<file path="src/rtl/instr_encode_loader.sv">
// Packs 12-bit instruction words from field sets, queues them in a small FIFO and
// streams them into instruction memory at an auto-incrementing address.
// Optional build macro ENC_FIELD_CHECK_EN enables the sticky field-misuse flag (err).
module instr_encode_loader #(
    parameter int DEPTH  = 4,
    parameter int ADDR_W = 8
) (
    input  logic              clk,
    input  logic              rst_n,
    input  logic              in_valid,
    output logic              in_ready,
    input  logic [2:0]        in_op,
    input  logic [2:0]        in_d,
    input  logic [2:0]        in_s1,
    input  logic [2:0]        in_s2,
    input  logic [7:0]        in_imm,
    input  logic              start,
    output logic              imem_we,
    input  logic              imem_ready,
    output logic [ADDR_W-1:0] imem_addr,
    output logic [11:0]       imem_wdata,
    output logic              addr_wrap,
    output logic              err
);

    localparam int PTR_W = (DEPTH > 1) ? $clog2(DEPTH) : 1;
    localparam int CNT_W = PTR_W + 1;
    localparam logic [CNT_W-1:0] FULL_CNT = CNT_W'(DEPTH);

    // Jump (110) and load (011) carry an 8-bit immediate instead of register fields.
    function automatic logic is_imm_form(input logic [2:0] op);
        return (op == 3'b110) || (op == 3'b011);
    endfunction

    function automatic logic [11:0] encode(input logic [2:0] op, input logic [2:0] d,
                                           input logic [2:0] s1, input logic [2:0] s2,
                                           input logic [7:0] imm);
        if (is_imm_form(op))
            return {imm, 1'b0, op};
        else
            return {s2, s1, d, op};
    endfunction

    logic [11:0]       mem_q [DEPTH];
    logic [PTR_W-1:0]  wr_ptr_q, wr_ptr_d;
    logic [PTR_W-1:0]  rd_ptr_q, rd_ptr_d;
    logic [CNT_W-1:0]  count_q, count_d;
    logic [ADDR_W-1:0] addr_q, addr_d;
    logic              wrap_q, wrap_d;
    logic              push, pop;
    logic [11:0]       enc_word;

    always_comb begin
        push     = in_valid && (count_q != FULL_CNT);
        pop      = (count_q != '0) && imem_ready;
        enc_word = encode(in_op, in_d, in_s1, in_s2, in_imm);
        wr_ptr_d = wr_ptr_q;
        rd_ptr_d = rd_ptr_q;
        count_d  = count_q;
        addr_d   = addr_q;
        wrap_d   = 1'b0;

        if (push)
            wr_ptr_d = wr_ptr_q + PTR_W'(1);
        if (pop)
            rd_ptr_d = rd_ptr_q + PTR_W'(1);

        case ({push, pop})
            2'b10:   count_d = count_q + CNT_W'(1);
            2'b01:   count_d = count_q - CNT_W'(1);
            default: count_d = count_q;
        endcase

        // start wins over the increment; a same-cycle write still used addr_q.
        if (start) begin
            addr_d = '0;
        end else if (pop) begin
            addr_d = addr_q + ADDR_W'(1);
            wrap_d = (addr_q == {ADDR_W{1'b1}});
        end
    end

    always_ff @(posedge clk) begin
        if (!rst_n) begin
            wr_ptr_q <= '0;
            rd_ptr_q <= '0;
            count_q  <= '0;
            addr_q   <= '0;
            wrap_q   <= 1'b0;
        end else begin
            wr_ptr_q <= wr_ptr_d;
            rd_ptr_q <= rd_ptr_d;
            count_q  <= count_d;
            addr_q   <= addr_d;
            wrap_q   <= wrap_d;
        end
    end

    // Storage holds no control state, so it is left out of reset.
    always_ff @(posedge clk) begin
        if (rst_n && push)
            mem_q[wr_ptr_q] <= enc_word;
    end

`ifdef ENC_FIELD_CHECK_EN
    logic err_q, err_d;
    logic misuse;

    always_comb begin
        if (is_imm_form(in_op))
            misuse = (in_d != 3'd0) || (in_s1 != 3'd0) || (in_s2 != 3'd0);
        else
            misuse = (in_imm != 8'd0);
        err_d = err_q || (push && misuse);
    end

    always_ff @(posedge clk) begin
        if (!rst_n)
            err_q <= 1'b0;
        else
            err_q <= err_d;
    end

    assign err = err_q;
`else
    assign err = 1'b0;
`endif

    assign in_ready   = (count_q != FULL_CNT);
    assign imem_we    = (count_q != '0);
    assign imem_wdata = mem_q[rd_ptr_q];
    assign imem_addr  = addr_q;
    assign addr_wrap  = wrap_q;

endmodule

</file>
<file path="config.mk">
export PLATFORM = sky130hd
export DESIGN_NAME = instr_encode_loader
export DESIGN_NICKNAME = d
export VERILOG_FILES = /design/src/rtl/instr_encode_loader.sv
export SDC_FILE = /design/constraint.sdc
export NUM_CORES = 1
export LEC_CHECK = 0
export CAP_MARGIN = 10
export CORE_MARGIN = 3
export CORE_UTILIZATION = 40
export CTS_BUF_LIST = sky130_fd_sc_hd__clkbuf_16
export CTS_CLUSTER_DIAMETER = 50
export DETAILED_ROUTE_END_ITERATION = 8
export SLEW_MARGIN = 5
export SYNTH_ARGS = -nofsm -noshare
export SYNTH_HDL_FRONTEND = slang
export SYNTH_SLANG_ARGS = --single-unit
</file>
<file path="constraint.sdc">
create_clock -name clk -period 4.2 [get_ports clk]
set_input_delay 0.84 -clock clk [delete_from_list [all_inputs] [get_ports clk]]
set_output_delay 0.84 -clock clk [all_outputs]
set_load 0.03 [all_outputs]
</file>
==> metrics.txt <==
status finished, final reports clean; Detail Route Antenna Nets 0; first drt pass iteration count 5; Tot Pwr ~2 mW; Reg area around 1800 um^2; CTS tree built; VDD IR max 386 uV; DR iter-0 viols just over 80; Post-DP HPWL ~3.5 mm; IO Port Bufs 47; Clock Tree Buf Depth 2; max cap viols 0; final critical-path share of the clock period 0.770; RSZ-0062 raised after global routing no; initial antenna violation count 0; critical path startpoint category flip-flop; Die X ~89 um; FMAX around 310 MHz; worst skew pair latency approximately 0.32 ns; sequential area share after synthesis 0.658; number of synthesized register bits 66; Final WS setup approximately 0.97 ns; worst hold path type flip-flop to flip-flop; vias per cell between 5 and 6; Worst Path Required about 3.4 ns; Post-CTS Hold Buffers 0; Hold Fails Final Rpt 0; first-pass GRT wire length between 8 and 9 mm; Post-synth top flop edfxtp_1; synth-to-layout area growth 29.9%; wire per inst 16.7 um; total global routing track utilization 0.143; multi-input logic area 878 um^2; share of cells above drive strength 1 0.160; die area 7870 um^2; Post-Route WL 5.14 mm; Slew @ Worst Pin about 0.82 ns; post-CTS sizing 0; Final Cell Area about 3600 um^2; Congestion Overflow GR 0; mean instance size in the synthesized netlist around 16 um^2; Place WS roughly 1.0 ns; RePlAce Congestion just under 0.9; Critical Path Sink Type primary output; clk sinks 66; normalized max-slew margin 0.451; core footprint 6490 um^2; endpoints failing setup 0; via count approximately 1600; fin nets 258; warnings from Yosys 0; DRC viols 0; Rows 29; CTS buffer count 9; minimum clock period 3.23 ns; Finished Layout Cells about 300; postcts setup bufs 0; P per Cell Area between 500 and 600 nW/um^2; Synth Instances 172; H-Tree Depth 3; setup TNS 0 ns; crit path kind flip-flop to primary output; Net Count, Synth roughly 200; vias in the first global route approximately 1700; Final Max Tran Viols 0; Synth async-reset ratio 0; skew final about 0.0054 ns; Critical Path AT 2.39 ns; placed cell count about 290; largest net degree at the start of global routing 13; num ports between 40 and 50; CTS Root Cell clkbuf_16; Fillers ~520; ant diodes 0; area of the mapped netlist ~2700 um^2; Initial Utilization 0.421; Pleak 1.24 nW; Post-synth EDFFs 48; die span in y a little under 90 um; Crit Path Max Fanout 12; Area after DPL between 3000 and 4000 um^2; number of distinct library cells after synthesis 37; clock-pin slew on the worst setup and hold paths ~0.05 ns
-- power breakdown --
group	internal [mW]	switching (mW)
sequential	0.757	0.0773
clock	0.446	0.231
combinational	0.258	0.261
-- state kept, by name (all words and copies together), names as in the netlist, named ones only --
signal     cells
imem_addr      8
addr_wrap      1
mem_q         48
rd_ptr_q       2
count_q        3
wr_ptr_q       2
-- placed cells by master, fill, tap and decap left out, drive strengths merged, types with 2 or more instances in the layout --
cell	Yosys	final
or3	3	3
xor2	4	4
clkbuf	1	9
dfxtp	18	18
clkinv	0	3
xnor2	3	3
inv	8	11
a21o	2	2
nand3	5	5
and2	2	2
nor2	8	8
edfxtp	48	48
o31ai	3	3
mux2i	2	2
o21ai	2	2
mux4	12	12
ha	6	6
a21oi	8	8
nand2b	3	3
nand2	8	8
or4	2	2
and3	5	5
mux2	8	8
clkdlybuf4s50	0	47
-- per-stage QoR --
step                      hold slack (ns)   util
final                               0.475  0.547
after global placement              0.469  0.505
after floorplan                     0.485      -
after CTS                           0.474  0.547
after global routing                0.503  0.547
after detailed placement            0.459  0.505
-- critical path: stages (launching register included) --
cell	delay, ns
dfxtp_1	0.85
mux4_2	0.61
clkdlybuf4s50_1	0.61
-- area by class of cell --
| type | count | area share |
|---|---|---|
| clock inverter | 7 | 0.0151 |
| multi-input combinational | 94 | 0.247 |
| tap | 77 | 0.0271 |
| timing repair buffer | 47 | 0.132 |
| sequential | 66 | 0.507 |
| inverter | 8 | 0.00844 |
| clock buffer | 9 | 0.0633 |
-- kinds of logic (layout without fill, tap and decap cells) --
family / after synthesis / count (layout) / synth area share
other cells: 1 / 1 / 0.00137
buf+inv: 12 / 71 / 0.0210
xor+xnor: 7 / 7 / 0.0224
fa+ha+maj: 7 / 7 / 0.0347
flops: 66 / 66 / 0.658
simple gates: 40 / 40 / 0.0777
mux: 22 / 22 / 0.139
compound gates: 17 / 17 / 0.0457
-- routing by layer --
metal	wire, um	up-vias	share of wire	global-route usage
li1	-	765	-	-
met1	2120	794	0.41	0.165
met5	0	-	0	0
met2	2650	62	0.52	0.245
met3	341	4	0.066	0.0493
met4	33	0	0.0064	0.0577
-- worst paths after layout --
| kind | startpoint | end | slack [ns] | depth (start not counted) |
|---|---|---|---|---|
| worst max-delay path | flip-flop | imem_wdata[9] | 0.97 | 2 |
| worst min-delay path | imem_addr[7] | addr_wrap | 0.48 | 2 |
| worst max register to register | count_q[2] | count_q[2] | 1.53 | 9 |
| worst min register to register | imem_addr[7] | addr_wrap | 0.48 | 2 |
-- Yosys cell counts (2+ instances only) --
cell / n / area [um^2]
nand2b_1: 3 / 18.8
inv_1: 8 / 30.0
or4_1: 2 / 15.0
o21ai_0: 2 / 10.0
mux4_2: 12 / 270
a21oi_1: 7 / 35.0
edfxtp_1: 48 / 1440
or3_2: 2 / 15.0
mux2_2: 8 / 90.1
nand3_1: 5 / 25.0
dfxtp_1: 18 / 360
nor2_1: 8 / 30.0
mux2i_1: 2 / 20.0
a21o_1: 2 / 15.0
o31ai_1: 2 / 15.0
and3_1: 5 / 31.3
nand2_1: 8 / 30.0
xnor2_1: 3 / 26.3
xor2_1: 4 / 35.0
ha_1: 6 / 75.1
Note: power is estimated with default switching activity, not from simulation.
